<file path="config.mk">
export PLATFORM = sky130hd
export DESIGN_NAME = ff_bank
export DESIGN_NICKNAME = d
export VERILOG_FILES = /design/src/rtl/ff_bank.sv
export SDC_FILE = /design/constraint.sdc
export NUM_CORES = 1
export LEC_CHECK = 0
export CELL_PAD_IN_SITES_DETAIL_PLACEMENT = 1
export CELL_PAD_IN_SITES_GLOBAL_PLACEMENT = 1
export CORE_MARGIN = 8
export CORE_UTILIZATION = 34
export CTS_BUF_LIST = sky130_fd_sc_hd__clkbuf_4 sky130_fd_sc_hd__clkbuf_8
export DETAILED_ROUTE_END_ITERATION = 8
export PLACE_DENSITY_LB_ADDON = 0.1
export SYNTH_ARGS = -nofsm -noshare
export SYNTH_HDL_FRONTEND = slang
export SYNTH_SLANG_ARGS = --single-unit
</file>
<file path="constraint.sdc">
create_clock -name clk -period 2 [get_ports clk]
set_input_delay 0.6 -clock clk [delete_from_list [all_inputs] [get_ports clk]]
set_output_delay 0.6 -clock clk [all_outputs]
set_load 0.05 [all_outputs]
</file>
<file path="src/rtl/ff_bank.sv">
// ff_bank: WIDTH-bit register bank whose bits all act as SR, JK, D or T
// flip-flops, chosen by a run-time mode. Illegal SR=11 resolves to a fixed
// value set by a parameter and is also captured in a sticky per-bit error
// flag. A saturating counter records how many updating edges changed q.

module ff_bank #(
    parameter int               WIDTH      = 4,
    parameter logic [WIDTH-1:0] RESET_VAL  = {WIDTH{1'b0}},
    parameter int               SR_ILLEGAL = 0,
    parameter int               CNT_W      = 8
) (
    input  logic             clk,
    input  logic             rst_n,
    input  logic             en,
    input  logic [1:0]       mode,
    input  logic [WIDTH-1:0] a,
    input  logic [WIDTH-1:0] b,
    input  logic             clr,
    output logic [WIDTH-1:0] q,
    output logic [WIDTH-1:0] qb,
    output logic [WIDTH-1:0] err,
    output logic             err_any,
    output logic [CNT_W-1:0] chg_cnt
);

    // Mode encodings, shared by every bit of the bank.
    localparam logic [1:0] MODE_SR = 2'b00;
    localparam logic [1:0] MODE_JK = 2'b01;
    localparam logic [1:0] MODE_D  = 2'b10;
    localparam logic [1:0] MODE_T  = 2'b11;

    // Out-of-range SR_ILLEGAL values fall back to "hold".
    localparam int SR_ILL_EFF = ((SR_ILLEGAL == 32'sd1) || (SR_ILLEGAL == 32'sd2))
                                ? SR_ILLEGAL : 32'sd0;

    localparam logic [CNT_W-1:0] CNT_ZERO = {CNT_W{1'b0}};
    localparam logic [CNT_W-1:0] CNT_ONE  = CNT_W'(1'b1);
    localparam logic [CNT_W-1:0] CNT_MAX  = {CNT_W{1'b1}};

    logic [WIDTH-1:0] q_r;
    logic [WIDTH-1:0] err_r;
    logic [CNT_W-1:0] cnt_r;

    logic [WIDTH-1:0] next_q_s;
    logic [WIDTH-1:0] err_set_s;
    logic [WIDTH-1:0] err_next_s;
    logic             changed_s;
    logic [CNT_W-1:0] cnt_next_s;

    // Resolution of SR=11 for one bit, given its current value.
    function automatic logic sr_illegal_bit(input logic qv);
        logic rv;
        case (SR_ILL_EFF)
            32'sd1:  rv = 1'b0;
            32'sd2:  rv = 1'b1;
            default: rv = qv;
        endcase
        return rv;
    endfunction

    // Next state of a single flip-flop bit for an enabled edge.
    function automatic logic next_bit(input logic [1:0] m,
                                      input logic       qv,
                                      input logic       av,
                                      input logic       bv);
        logic nv;
        nv = qv;
        case (m)
            MODE_SR: begin
                case ({av, bv})
                    2'b00:   nv = qv;
                    2'b01:   nv = 1'b0;
                    2'b10:   nv = 1'b1;
                    2'b11:   nv = sr_illegal_bit(qv);
                    default: nv = qv;
                endcase
            end
            MODE_JK: begin
                case ({av, bv})
                    2'b00:   nv = qv;
                    2'b01:   nv = 1'b0;
                    2'b10:   nv = 1'b1;
                    2'b11:   nv = ~qv;
                    default: nv = qv;
                endcase
            end
            MODE_D: begin
                nv = av;
            end
            MODE_T: begin
                if (av) begin
                    nv = ~qv;
                end else begin
                    nv = qv;
                end
            end
            default: nv = qv;
        endcase
        return nv;
    endfunction

    // Per-bit next q; a disabled edge leaves every bit untouched.
    always_comb begin
        next_q_s = q_r;
        for (int i = 0; i < WIDTH; i++) begin
            if (en) begin
                next_q_s[i] = next_bit(mode, q_r[i], a[i], b[i]);
            end else begin
                next_q_s[i] = q_r[i];
            end
        end
    end

    // Bits that see SR=11 on an enabled edge raise their error flag.
    always_comb begin
        err_set_s = {WIDTH{1'b0}};
        if (en && (mode == MODE_SR)) begin
            err_set_s = a & b;
        end else begin
            err_set_s = {WIDTH{1'b0}};
        end
    end

    // Sticky error update; a fresh set survives a simultaneous clear.
    always_comb begin
        err_next_s = err_r;
        if (clr) begin
            err_next_s = err_set_s;
        end else begin
            err_next_s = err_r | err_set_s;
        end
    end

    // Change detection and saturating counter update, with clear taking
    // priority but still counting a change on the clearing edge.
    always_comb begin
        changed_s  = |(next_q_s ^ q_r);
        cnt_next_s = cnt_r;
        if (clr) begin
            if (changed_s) begin
                cnt_next_s = CNT_ONE;
            end else begin
                cnt_next_s = CNT_ZERO;
            end
        end else if (changed_s && (cnt_r != CNT_MAX)) begin
            cnt_next_s = cnt_r + CNT_ONE;
        end else begin
            cnt_next_s = cnt_r;
        end
    end

    // Flip-flop state register.
    always_ff @(posedge clk or negedge rst_n) begin
        if (!rst_n) begin
            q_r <= RESET_VAL;
        end else begin
            q_r <= next_q_s;
        end
    end

    // Sticky error register.
    always_ff @(posedge clk or negedge rst_n) begin
        if (!rst_n) begin
            err_r <= {WIDTH{1'b0}};
        end else begin
            err_r <= err_next_s;
        end
    end

    // Change counter register.
    always_ff @(posedge clk or negedge rst_n) begin
        if (!rst_n) begin
            cnt_r <= CNT_ZERO;
        end else begin
            cnt_r <= cnt_next_s;
        end
    end

    assign q       = q_r;
    assign qb      = ~q_r;
    assign err     = err_r;
    assign err_any = |err_r;
    assign chg_cnt = cnt_r;

    ff_bank_chk #(
        .WIDTH (WIDTH),
        .CNT_W (CNT_W)
    ) u_chk (
        .clk     (clk),
        .rst_n   (rst_n),
        .clr     (clr),
        .q       (q_r),
        .qb      (qb),
        .err     (err_r),
        .err_any (err_any),
        .chg_cnt (cnt_r)
    );

endmodule

// ff_bank_chk: structural invariants of the bank outputs.
module ff_bank_chk #(
    parameter int WIDTH = 4,
    parameter int CNT_W = 8
) (
    input logic             clk,
    input logic             rst_n,
    input logic             clr,
    input logic [WIDTH-1:0] q,
    input logic [WIDTH-1:0] qb,
    input logic [WIDTH-1:0] err,
    input logic             err_any,
    input logic [CNT_W-1:0] chg_cnt
);

    localparam logic [CNT_W-1:0] CNT_MAX = {CNT_W{1'b1}};

    // qb is always the exact complement of q.
    a_qb_inv: assert property (@(posedge clk) disable iff (!rst_n) qb == ~q);

    // err_any mirrors the OR of the error flags.
    a_err_any: assert property (@(posedge clk) disable iff (!rst_n) err_any == (|err));

    // Without a clear, a saturated counter stays saturated.
    a_cnt_sat: assert property (@(posedge clk) disable iff (!rst_n)
        (!clr && (chg_cnt == CNT_MAX)) |=> (chg_cnt == CNT_MAX));

    // Without a clear, no error flag ever drops.
    a_err_sticky: assert property (@(posedge clk) disable iff (!rst_n)
        (!clr) |=> ((err & $past(err)) == $past(err)));

endmodule

</file>
==> impl_metrics.prom <==
# TYPE chip_impl_metric gauge
chip_impl_metric{name="timing.critical_path.buf_inv",unit=""} 3
chip_impl_metric{name="cts_num_sinks",unit=""} 16
chip_impl_metric{name="net_switching_power",unit="W"} 0.000652
chip_impl_metric{name="gp_routability_congestion",unit=""} 0.846
chip_impl_metric{name="ys_seq_area_share",unit="%"} 27.4
chip_impl_metric{name="dp_hpwl",unit="mm"} 3.93
chip_impl_info{name="crit_path_slowest_cell",value="or4b_4"} 1
chip_impl_info{name="main_synth_ff_type",value="dfrtp_1"} 1
chip_impl_info{name="critical_path.endpoint_type",value="flip-flop"} 1
chip_impl_metric{name="io_pins",unit=""} 35
chip_impl_metric{name="seq_power_share",unit="%"} 25.4
chip_impl_metric{name="dp.cells",unit=""} 287
chip_impl_info{name="status",value="finished with violations"} 1
chip_impl_metric{name="hold-worst-slack",unit="ns"} 0.558
chip_impl_metric{name="first_pass_iters",unit=""} 4
chip_impl_metric{name="syn-cell-area",unit="µm²"} 1460
chip_impl_metric{name="multiInputGateArea",unit="µm²"} 1110
chip_impl_metric{name="detailroute.wirelength.met2",unit="mm"} 2.74
chip_impl_metric{name="timing.max_slew.rel_slack",unit="%"} 71.8
chip_impl_metric{name="finalClockSkew",unit="ns"} 0.00871
chip_impl_metric{name="postCtsHoldBufs",unit=""} 0
chip_impl_metric{name="row_count",unit=""} 24
chip_impl_metric{name="dieWidth",unit="µm"} 81.6
chip_impl_metric{name="num_vias",unit=""} 1596
chip_impl_metric{name="post-route-util",unit="%"} 58.5
chip_impl_metric{name="initial_core_util",unit="%"} 34.3
chip_impl_metric{name="cts-htree-levels",unit=""} 1
chip_impl_metric{name="grt_overflow_total",unit=""} 0
chip_impl_info{name="startpoint_type",value="input pin"} 1
chip_impl_metric{name="power.share.combinational",unit="%"} 56.4
chip_impl_info{name="crit_family",value="simple AND/OR/NAND/NOR gates"} 1
chip_impl_metric{name="worst-endpoint-required",unit="ns"} 2.14
chip_impl_metric{name="worst_skew_pair_latency",unit="ns"} 0.25
chip_impl_metric{name="grt_start_max_net_pins",unit=""} 17
chip_impl_metric{name="instances_no_fill",unit=""} 302
chip_impl_metric{name="powerDensity",unit="nW/µm²"} 642
chip_impl_metric{name="core_area",unit="µm²"} 4260
chip_impl_metric{name="synth.ff_latch_count",unit=""} 16
chip_impl_metric{name="setup_ws_pre_cts",unit="ns"} -1.04
chip_impl_metric{name="num_antenna_cells",unit=""} 0
chip_impl_metric{name="netlist_instances",unit=""} 172
chip_impl_metric{name="vdd_ir_drop_max",unit="µV"} 281
chip_impl_metric{name="post-route-drc-count",unit=""} 0
chip_impl_info{name="top_layer_used_by_detailed_routing",value="met4"} 1
chip_impl_info{name="violated_checks",value="negative setup slack"} 1
chip_impl_metric{name="floorplan.die.height",unit="µm"} 81.6
chip_impl_metric{name="p_leak",unit="nW"} 1.18
chip_impl_metric{name="synth.lib_cells_used.distinct",unit=""} 51
chip_impl_metric{name="synthesized_netlist_net_count",unit=""} 199
chip_impl_metric{name="internal-power",unit="W"} 0.000948
chip_impl_metric{name="tightestPinTransition",unit="ns"} 0.419
chip_impl_metric{name="num-nets-final",unit=""} 278
chip_impl_metric{name="syn_to_final_growth",unit="%"} 70.3
chip_impl_info{name="layout_commonest_cell",value="buf_4"} 1
chip_impl_metric{name="clock_path_buffers",unit=""} 2
chip_impl_metric{name="met3_length",unit="µm"} 211
chip_impl_metric{name="drive_gt1_share",unit="%"} 50.0
chip_impl_metric{name="global_route_wire_length_before_repair",unit="mm"} 8.16
chip_impl_metric{name="arrival",unit="ns"} 2.54
chip_impl_metric{name="grt_use_total",unit="%"} 15.4
chip_impl_info{name="clockRootBuffer",value="clkbuf_8"} 1
chip_impl_metric{name="cts-buffers-inserted",unit=""} 3
chip_impl_metric{name="via_per_inst",unit=""} 5.28
chip_impl_info{name="rsz_0062_raised_after_global_routing",value="true"} 1
chip_impl_metric{name="fin_crit",unit="ns"} 2.40
chip_impl_metric{name="wl_met1",unit="mm"} 2.22
chip_impl_info{name="path_cells",value="buf_8, inv_4, ha_4, or4b_4, o211ai_1, nand3_1, nor4b_4, buf_4, a21oi_4, nand4_1, mux2_4"} 1
chip_impl_metric{name="routed_wire_length_per_instance",unit="µm"} 17.4
chip_impl_metric{name="n_fill_cell",unit=""} 501
chip_impl_metric{name="die_area",unit="µm²"} 6660
chip_impl_metric{name="io_buffers",unit=""} 34
chip_impl_metric{name="pwr-share-clk",unit="%"} 18.3
chip_impl_metric{name="synth-async-reset-ratio",unit="%"} 100
chip_impl_metric{name="setup_ws",unit="ns"} -0.402
chip_impl_metric{name="path_clk_slew",unit="ns"} 0.07
chip_impl_metric{name="finalCritPeriodShare",unit="%"} 120
chip_impl_metric{name="area.sequential",unit="µm²"} 400
chip_impl_info{name="timing.setup.critical_path_class",value="in2reg"} 1
chip_impl_info{name="top_library_cells_by_usage_in_the_layout_fill_and_taps_aside",value="buf_4 (54), dfrtp_1 (16), inv_1 (13), buf_6 (13), nand2_1 (11)"} 1
chip_impl_info{name="hold_path.class",value="reg2reg"} 1
chip_impl_metric{name="slowest_delay",unit="ns"} 0.52
chip_impl_metric{name="post_synth_edffs",unit=""} 0
chip_impl_metric{name="max_freq",unit="GHz"} 0.416
chip_impl_metric{name="grt_pass1_vias",unit=""} 1703
chip_impl_metric{name="total_wire_length_after_detailed_routing",unit="mm"} 5.26
chip_impl_info{name="cts_tree",value="yes"} 1
chip_impl_metric{name="switching_share",unit="%"} 40.8
chip_impl_metric{name="setup-violations-final",unit=""} 8
chip_impl_metric{name="path_max_fanout",unit=""} 4
chip_impl_metric{name="timing_max_transition_violations_final",unit=""} 0
chip_impl_metric{name="syn_avg_cell_area",unit="µm²"} 8.51
chip_impl_metric{name="antenna_found_initial",unit=""} 0
chip_impl_metric{name="yosysWarningCount",unit=""} 0
chip_impl_metric{name="detail-route-antenna-nets",unit=""} 0
chip_impl_metric{name="finalHoldViolCount",unit=""} 0
chip_impl_metric{name="max_capacitance_violation_count",unit=""} 0
chip_impl_metric{name="drt_first_iter_violations",unit=""} 59
==> area by class of cell <==
class | instances | share of cell area, %
repair buffers | 82 | 31.2
inverters | 19 | 3.46
flip-flops and latches | 16 | 16.1
multi-input cells | 129 | 44.5
clock buffers | 4 | 2.21
well taps | 52 | 2.61
==> cells in the mapped netlist, drive strengths merged (4+ instances only) <==
master	instances	area, µm²
nor2	7	26.3
nor3	5	30.0
inv	19	71.3
a21oi	15	90.1
o21ai	10	53.8
nand2	12	47.6
nand2b	5	31.3
nand3	8	40.0
buf	6	45.0
dfrtp	16	400
nor2b	4	25.0
o211ai	7	62.6
and3	5	31.3
ha	13	163
==> flip-flops by register name, indices dropped and copies added, names as in the netlist <==
| signal | count |
|---|---|
| q | 4 |
| err | 4 |
| chg_cnt | 8 |
==> cell families (layout without fill, tap and decap cells) <==
logic type,after synthesis,count (layout),synth area share [%]
simple gates,59,59,24.4
compound gates,50,50,24.1
buf+inv,27,105,8.46
flops,16,16,27.4
fa+ha+maj,13,13,11.1
mux,4,4,2.82
xor+xnor,3,3,1.80
==> path summary, 6_finish.rpt <==
check                       start         end  slack [ns]  cells after the start
max                          a[2]  chg_cnt[5]       -0.40                     11
min                        err[3]      err[3]        0.56                      2
max reg2reg                  q[3]  chg_cnt[2]       -0.07                     10
min reg2reg                err[3]      err[3]        0.56                      2
max in group asynchronous   rst_n      err[3]        1.13                      2
min in group asynchronous   rst_n  chg_cnt[4]        0.67                      2
==> what timing repair did <==
| action | CTS | global route |
|---|---|---|
| gates resized for setup | 60 | 44 |
| endpoints found under the setup margin | 10 | 8 |
| buffers inserted | 5 | 7 |
| pin swaps | 17 | 15 |
| endpoints found under the hold margin | 0 | 0 |
==> through the flow <==
stage / setup TNS [ns] / total power (W) / area (µm²)
2_1_floorplan: -1.75 / 0.000842 / 1500
3_3_place_gp: -8.70 / 0.00118 / 2180
3_5_place_dp: -9.48 / 0.00121 / 2180
4_1_cts: -2.06 / 0.00155 / 2330
5_1_grt: -2.50 / 0.00168 / 2490
6_report: -2.11 / 0.00160 / 2490
==> worst register-to-register path, stage by stage (launching register included) <==
cell      delay (ns)
dfrtp_1         0.41
buf_4           0.17
nand2_1         0.07
o211ai_2        0.09
o211a_1         0.27
nor4b_4         0.31
buf_4           0.17
a21oi_4         0.06
buf_6           0.14
a21bo_1         0.20
a21oi_2         0.12
==> layer usage <==
layer	GRT usage, %	vias to the layer above
met5	0	-
met4	5.09	0
li1	-	773
met2	28.4	34
met1	17.6	781
met3	2.19	8
==> power groups by stage <==
stage                     sequential [W]  clock [W]  combinational, W
after floorplan                 0.000538          0          0.000304
after global placement          0.000407          0          0.000776
after detailed placement        0.000409          0          0.000800
after CTS                       0.000406   0.000300          0.000848
after global routing            0.000414   0.000313          0.000957
final                           0.000406   0.000292          0.000902
Power figures use the tool's default switching activity.
